==> src/rtl/fifo_wr_arbiter.sv <==
// fifo_wr_arbiter
// Round-robin wormhole arbiter that lets N requesters (router input ports)
// share the write side of one downstream FIFO. A requester wins in IDLE,
// then owns the FIFO until the flit marked TAIL has been written. Flits
// move combinationally from the owner to the FIFO whenever it is not full.
//
// Ports
//   CLK        single clock, all state changes on the rising edge
//   RST        synchronous active-high reset
//   REQ_VALID  [N]         per-requester flit valid
//   REQ_DATA   [N*DATA_W]  per-requester flit, requester i at [i*DATA_W +: DATA_W]
//   REQ_TAIL   [N]         per-requester last-flit flag (qualified by REQ_VALID)
//   REQ_READY  [N]         per-requester flit accepted (with REQ_VALID)
//   WFULL      downstream FIFO full
//   WINC       downstream FIFO write strobe
//   WDATA      [DATA_W]    downstream FIFO write data
//   GRANT      [N]         one-hot current owner, zero when idle
//   BUSY       high while a packet owns the FIFO
//   PKT_CNT    [CNT_W]     completed packet count, wraps
module fifo_wr_arbiter #(
  parameter int N      = 4,
  parameter int DATA_W = 32,
  parameter int CNT_W  = 16
) (
  input  logic                CLK,
  input  logic                RST,
  input  logic [N-1:0]        REQ_VALID,
  input  logic [N*DATA_W-1:0] REQ_DATA,
  input  logic [N-1:0]        REQ_TAIL,
  output logic [N-1:0]        REQ_READY,
  input  logic                WFULL,
  output logic                WINC,
  output logic [DATA_W-1:0]   WDATA,
  output logic [N-1:0]        GRANT,
  output logic                BUSY,
  output logic [CNT_W-1:0]    PKT_CNT
);

  localparam int PW = (N > 1) ? $clog2(N) : 1;
  localparam logic [PW-1:0] LAST_IDX = PW'(N - 1);

  typedef enum logic {IDLE = 1'b0, LOCK = 1'b1} state_t;

  state_t            state;
  logic [PW-1:0]     rr_ptr;
  logic [PW-1:0]     own_idx;
  logic [N-1:0]      grant_r;
  logic [CNT_W-1:0]  pkt_cnt;

  logic [PW-1:0]     sel_idx;
  logic              sel_found;
  logic [PW:0]       cand;
  logic              owner_vld;
  logic              owner_tail;
  logic              xfer;

  // Search requesters starting at the round-robin pointer, wrapping mod N.
  // cand is one bit wider so rr_ptr + k (at most 2N-2) never overflows.
  always_comb begin
    sel_idx   = rr_ptr;
    sel_found = 1'b0;
    cand      = '0;
    for (int k = 0; k < N; k++) begin
      cand = {1'b0, rr_ptr} + (PW+1)'(k);
      if (cand >= (PW+1)'(N)) cand = cand - (PW+1)'(N);
      if (!sel_found && REQ_VALID[cand[PW-1:0]]) begin
        sel_idx   = cand[PW-1:0];
        sel_found = 1'b1;
      end
    end
  end

  // grant_r is zero in IDLE, so masking with it selects only the owner.
  assign owner_vld  = |(REQ_VALID & grant_r);
  assign owner_tail = |(REQ_TAIL  & grant_r);

  // Reset wins over a same-cycle transfer: the flit is neither written nor
  // acknowledged, so the abandoned packet never half-commits.
  assign xfer = (state == LOCK) && owner_vld && !WFULL && !RST;

  assign WINC      = xfer;
  assign REQ_READY = ((state == LOCK) && !WFULL && !RST) ? grant_r : '0;
  assign GRANT     = grant_r;
  assign BUSY      = (state == LOCK);
  assign PKT_CNT   = pkt_cnt;

  // One-hot AND-OR mux; yields zero when there is no owner.
  always_comb begin
    WDATA = '0;
    for (int i = 0; i < N; i++) begin
      if (grant_r[i]) WDATA = WDATA | REQ_DATA[i*DATA_W +: DATA_W];
    end
  end

  always_ff @(posedge CLK) begin
    if (RST) begin
      state   <= IDLE;
      rr_ptr  <= '0;
      own_idx <= '0;
      grant_r <= '0;
      pkt_cnt <= '0;
    end else begin
      case (state)
        IDLE: begin
          if (sel_found) begin
            state   <= LOCK;
            own_idx <= sel_idx;
            grant_r <= N'(1) << sel_idx;
          end
        end
        LOCK: begin
          // Wormhole hold: ownership ends only with the tail transfer.
          if (xfer && owner_tail) begin
            state   <= IDLE;
            grant_r <= '0;
            rr_ptr  <= (own_idx == LAST_IDX) ? '0 : own_idx + PW'(1);
            pkt_cnt <= pkt_cnt + CNT_W'(1);
          end
        end
        default: begin
          state   <= IDLE;
          grant_r <= '0;
        end
      endcase
    end
  end

endmodule

==> config.mk <==
export PLATFORM = sky130hd
export DESIGN_NAME = fifo_wr_arbiter
export DESIGN_NICKNAME = d
export VERILOG_FILES = /design/src/rtl/fifo_wr_arbiter.sv
export SDC_FILE = /design/constraint.sdc
export NUM_CORES = 1
export LEC_CHECK = 0
export ABC_CLOCK_PERIOD_IN_PS = 4600
export CORE_ASPECT_RATIO = 1.5
export CORE_MARGIN = 2
export CORE_UTILIZATION = 34
export CTS_CLUSTER_SIZE = 30
export DETAILED_ROUTE_END_ITERATION = 16
export PLACE_DENSITY = 0.84
export REMOVE_ABC_BUFFERS = 1
export SETUP_SLACK_MARGIN = 0.4
export SYNTH_ARGS = -nofsm -noshare
export SYNTH_HDL_FRONTEND = slang
export SYNTH_SLANG_ARGS = --single-unit
==> constraint.sdc <==
create_clock -name CLK -period 4.6 [get_ports CLK]
set_input_delay 1.38 -clock CLK [delete_from_list [all_inputs] [get_ports CLK]]
set_output_delay 1.38 -clock CLK [all_outputs]
set_load 0.02 [all_outputs]
==> flow_summary.toml, run 1 <==
[outcome]
outcome = "completed"

[final_layout]
final_util_pct = 67.73
syn2layout_area_growth_pct = 93.37
final_cells = 535
final_common_cell = "clkdlybuf4s50_1"
antenna-diode-count = 0
final_cell_mix = "clkdlybuf4s50_1, a22oi_1, nand2_1, dfxtp_1, nor2_1"
fin_nets = 603
fillers = 526
drive_gt1_share_pct = 5.857

[floorplanning]
fp.coreArea_um2 = 6087
dieArea_um2 = 6933
fp.dieH_um = 101.0
start_util_pct = 35.03
fp.dieW_um = 68.66
ioPinCount = 197
rows = 35

[detailed_routing]
via_per_inst = 5.490
ant_nets = 0
drtPass1Iterations = 5
wl_per_cell_um = 18.79
drc_errors = 0
routed_wl_mm = 10.05
drt_iter0_markers = 167
num_vias = 2937

[setup_path]
crit_required_ns = 3.22
crit_chain = "clkdlybuf4s50_1 > nor2_1 > nand2_1 > nor2_1 > clkdlybuf4s50_1"
crit_fanout = 2
slowest_delay_ns = 0.61
worst_path_max_delay_cell = "clkdlybuf4s50_1"
crit_path_start_kind = "input port"
end_kind = "primary output"
cp.arrival_ns = 2.77
path_class = "in2out"

[pwr]
sequentialPowerShare_pct = 34.9
leakage_nw = 1.578
netSwitchingFraction_pct = 29.88
vdd_drop_max_uv = 201.2
p_int_w = 0.0004607
p_per_area_nw_per_um2 = 159.4
pwr-share-comb_pct = 45.5
power_switching_w = 0.0001964
clkPwrFrac_pct = 19.6

[clock_network]
htree_levels = 1
postCtsSetupRepairBufs = 0
path_clk_slew_ns = 0.09
cts_buffers = 3
cts.root.buffer_cell = "clkbuf_8"
clkLatencyLatePin_ns = 0.27
cts-hold-fix-buffers = 0
cts.sinks = 25
clk_path_buf_depth = 2
cts_tree = "yes"

[sta]
hold_violations = 0
fmax_mhz = 240.8
drv_slew = 0
clock_skew_ns = 0.007409
worst_pin_slew_ns = 0.9272
relSlewSlack_pct = 38.10
fin_crit_sh_pct = 90.26
finalSetupViolations = 0
rsz0062_at_grt = "false"
fin_crit_ns = 4.152
finalSetupTns_ns = 0

[synthesis]
synth_seq_cells = 25
ys.flop_type = "dfxtp_1"
synth.avg_cell_area_um2 = 7.725
postSynth.asyncResetShare_pct = 0
ys_seq_area_share_pct = 23.47
synth_cell_type_count = 43
syn_area_um2 = 2132
synth_cells = 276
synth_edf_count = 0
ys_warn_count = 0

[grt]
grt_max_degree = 35
grt.total_usage_pct = 27.52
overflow = 0
antenna_found_initial = 0
grt_pass1_wl_mm = 14.38
grt_pass1_vias = 2764

[placed_design]
hpwl_mm = 8.087
dp_cells = 531
portBuffers = 196
place_congestion = 0.8709

[worst_hold_path]
hold_class = "reg2reg"

[job]
cap_violations = 0
==> cell type report <==
type                       count  area [um^2]  share of cell area (%)
timing repair buffer         205         2027                   49.17
multi-input combinational    222         1439                   34.90
sequential                    25        500.5                   12.14
tap                           74        92.59                   2.246
clock buffer                   4        45.04                   1.093
inverter                       5        18.77                  0.4552
==> stage by stage <==
stage	area, um^2	power (W)	setup WS (ns)	hold slack [ns]
after floorplan	1958	0.0003239	0.9810	0.4513
after global placement	4080	0.0005290	0.2194	0.4726
after detailed placement	4080	0.0005326	0.1888	0.4887
after CTS	4120	0.0006592	0.3222	0.5012
after global routing	4123	0.0006858	0.4098	0.5567
final	4123	0.0006571	0.4480	0.4982
==> repair_timing <==
item | in CTS | in global routing
gates resized for setup | 4 | 1
setup endpoints to repair | 5 | 1
pin swaps | 1 | 0
==> routing by layer <==
metal  vias up  wire, um  track usage (%)
li1       1403         -                -
met1      1331      3575            32.40
met2       191      4710            45.64
met3        12      1579            10.84
met4         0       186            6.923
met5         -         0                0
==> state kept, by name (all words and copies together) (netlist names) <==
signal	count
PKT_CNT	16
GRANT	4
own_idx	2
rr_ptr	2
BUSY	1
==> final timing paths <==
check / startpoint / endpoint / slack [ns] / depth (start not counted)
worst max-delay path: WFULL / REQ_READY[3] / 0.45 / 5
worst min-delay path: PKT_CNT[15] / PKT_CNT[15] / 0.50 / 2
worst max register to register: GRANT[2] / PKT_CNT[13] / 2.27 / 5
worst min register to register: PKT_CNT[15] / PKT_CNT[15] / 0.50 / 2
==> power by group through the flow <==
stage	logic [W]	registers, W	clock network, W
after floorplan	0.0000847	0.000239	0
after global placement	0.000295	0.000234	0
after detailed placement	0.000299	0.000234	0
after CTS	0.000300	0.000229	0.000130
after global routing	0.000317	0.000230	0.000139
final	0.000299	0.000229	0.000129
==> synthesized netlist by cell type, types with 4 or more instances <==
| library cell | instances | area (um^2) |
|---|---|---|
| nand4_1 | 4 | 25.02 |
| dfxtp_1 | 25 | 500.5 |
| nand3_1 | 6 | 30.03 |
| a21oi_1 | 8 | 40.04 |
| buf_6 | 5 | 56.30 |
| nor2b_1 | 4 | 25.02 |
| clkbuf_8 | 4 | 55.05 |
| nand2_1 | 45 | 168.9 |
| inv_1 | 5 | 18.77 |
| nor2_1 | 21 | 78.83 |
| nor3_1 | 5 | 25.02 |
| xnor2_1 | 12 | 105.1 |
| o21ai_0 | 9 | 45.04 |
| nor4_1 | 7 | 43.79 |
| clkbuf_1 | 13 | 48.80 |
| a22oi_1 | 64 | 480.5 |
==> cells by family (layout without fill, tap and decap cells) <==
group,Yosys count,count (layout),share of synthesized area [%]
adder cells (fa/ha/maj),2,2,1.174
AND/OR/NAND/NOR,112,112,27.76
multiplexers,2,2,0.9976
flip-flops,25,25,23.47
AO/OA/AOI/OAI,94,94,32.63
buffers and inverters,29,214,9.037
XOR/XNOR,12,12,4.930
==> critical path: cells and delay by family <==
family / cells / cell delay [ns]
simple gates: 3 / 0.32
buf+inv: 2 / 1.07
No activity file was read; power rests on OpenSTA's default activity.
==> run 2, diff against run 1 <==
- ABC_CLOCK_PERIOD_IN_PS: 4600 -> 3500
- CORE_UTILIZATION: 34 -> 35
- DONT_BUFFER_PORTS: unset -> 1
- PLACE_DENSITY: 0.84 -> 0.47
- clock period: 4.6 -> 3.5 ns (I/O delays scaled with it)
==> flow_summary.toml, run 2 (synthesis results as in run 1) <==
[final_layout]
syn2layout_area_growth_pct = 0.7043
antenna-diode-count = 0
multi_input_area_um2 = 1439
fin_area_um2 = 2147
final_cells = 335
final_common_cell = "a22oi_1"
fin_nets = 405
drive_gt1_share_pct = 9.886
fillers = 636
final_cell_mix = "a22oi_1, nand2_1, dfxtp_1, nor2_1, xnor2_1"
largest_reg_flops = 16
seqCellArea_um2 = 500.5

[setup_path]
r2r_slack_ns = 1.35
crit_required_ns = 2.45
reg2reg_from = "GRANT[1]"
r2r_cells = 6
crit_path_start_kind = "flip-flop"
cp.arrival_ns = 1.66
crit_fanout = 28
path_class = "reg2out"
r2r_end = "PKT_CNT[13]"
end_kind = "primary output"

[sta]
drv_slew = 0
worst_pin_slew_ns = 0.6123
relSlewSlack_pct = 58.84
hold_violations = 0
fin_crit_sh_pct = 77.39
finalSetupViolations = 0
rsz0062_at_grt = "false"
fmax_mhz = 369.2
clock_skew_ns = 0.006655
hold_slack_ns = 0.4867
fin_crit_ns = 2.709
finalSetupTns_ns = 0

[clock_network]
path_clk_slew_ns = 0.09
clk_path_buf_depth = 2
cts.sinks = 25
cts-hold-fix-buffers = 0
clkLatencyLatePin_ns = 0.28
cts_buffers = 3
cts.root.buffer_cell = "clkbuf_8"
postCtsSetupRepairBufs = 0
cts_resized = 0
cts_tree = "yes"
htree_levels = 1

[placed_design]
dp_cells = 331
place_congestion = 0.7666
portBuffers = 0
hpwl_mm = 6.402
dpl_cell_area_um2 = 2101

[worst_hold_path]
whs_path_depth = 2
hold_class = "reg2reg"
min_to = "own_idx[1]"
worstHoldStart = "own_idx[1]"

[detailed_routing]
num_vias = 2111
ant_nets = 0
drt_iter0_markers = 62
wl_per_cell_um = 23.56
via_per_inst = 6.301
routed_wl_mm = 7.891
drtPass1Iterations = 4
drc_errors = 0

[grt]
overflow = 0
grt_pass1_vias = 1967
grt.total_usage_pct = 22.50
grt_pass1_wl_mm = 11.16
grt_max_degree = 38
antenna_found_initial = 0

[job]
cap_violations = 0

[floorplanning]
dieArea_um2 = 6745
fp.dieH_um = 99.59
rows = 34
start_util_pct = 36.58
fp.coreArea_um2 = 5828
fp.dieW_um = 67.73
ioPinCount = 197

[pwr]
leakage_nw = 0.7935
p_per_area_nw_per_um2 = 292.7
vdd_drop_max_uv = 236.0

[outcome]
outcome = "completed"
-- run 2: changes by cell type in the layout (fill, tap and decap cells not counted) --
cell / change
buf_4: -2
dlygate4sd2_1: -4
clkdlybuf4s50_1: -191
clkbuf_1: -1
clkinv_2: +1
dlymetal6s2s_1: -1
-- run 2: per-stage QoR --
step / setup WS (ns) / utilization (%) / total power, W
CTS: 0.7824 / 36.84 / 0.0006312
detailed placement: 0.8320 / 36.05 / 0.0004586
floorplan: 0.5410 / - / 0.0004256
global placement: 0.8325 / 36.05 / 0.0004580
global route: 0.6554 / 36.84 / 0.0006564
finish: 0.7915 / 36.84 / 0.0006285
-- run 2: critical path: stages (launching register included) --
cell	delay [ns]
dfxtp_1	0.57
buf_4	0.40
a22oi_1	0.15
nand2_1	0.26
-- run 2: area by class of cell --
type | instances | share of cell area, %
Sequential cell | 25 | 23.31
Inverter | 5 | 0.8741
Timing Repair Buffer | 7 | 2.448
Clock buffer | 3 | 1.923
Tap cell | 72 | 4.196
Multi-Input combinational cell | 222 | 67.02
Clock inverter | 1 | 0.2331
-- run 2: worst max-delay path by stage --
stage | startpoint | to | slack, ns | depth (start not counted)
2_1_floorplan | REQ_VALID[0] | WINC | 0.54 | 3
3_3_place_gp | REQ_VALID[0] | WINC | 0.83 | 3
3_5_place_dp | REQ_VALID[0] | WINC | 0.83 | 3
4_1_cts | GRANT[2] | WDATA[13] | 0.78 | 3
5_1_grt | GRANT[2] | WDATA[24] | 0.66 | 3
6_report | GRANT[2] | WDATA[13] | 0.79 | 3
-- run 2: per-layer routing --
layer / wire, um / GRT usage (%) / share of wire, % / vias up
met1: 2795 / 24.62 / 35 / 976
met4: 73 / 5.651 / 0.93 / 0
met3: 1244 / 12.67 / 16 / 5
met2: 3778 / 36.88 / 48 / 125
li1: - / - / - / 1005
met5: 0 / 0 / 0 / -
-- run 2: where the power goes --
| group | internal [W] | leakage (nW) | switching (W) |
|---|---|---|---|
| registers | 0.000288 | 0.202 | 0.00000568 |
| clock network | 0.0000799 | 0.0255 | 0.0000971 |
| logic | 0.0000414 | 0.566 | 0.000116 |
| total | 0.000409 | 0.794 | 0.000219 |
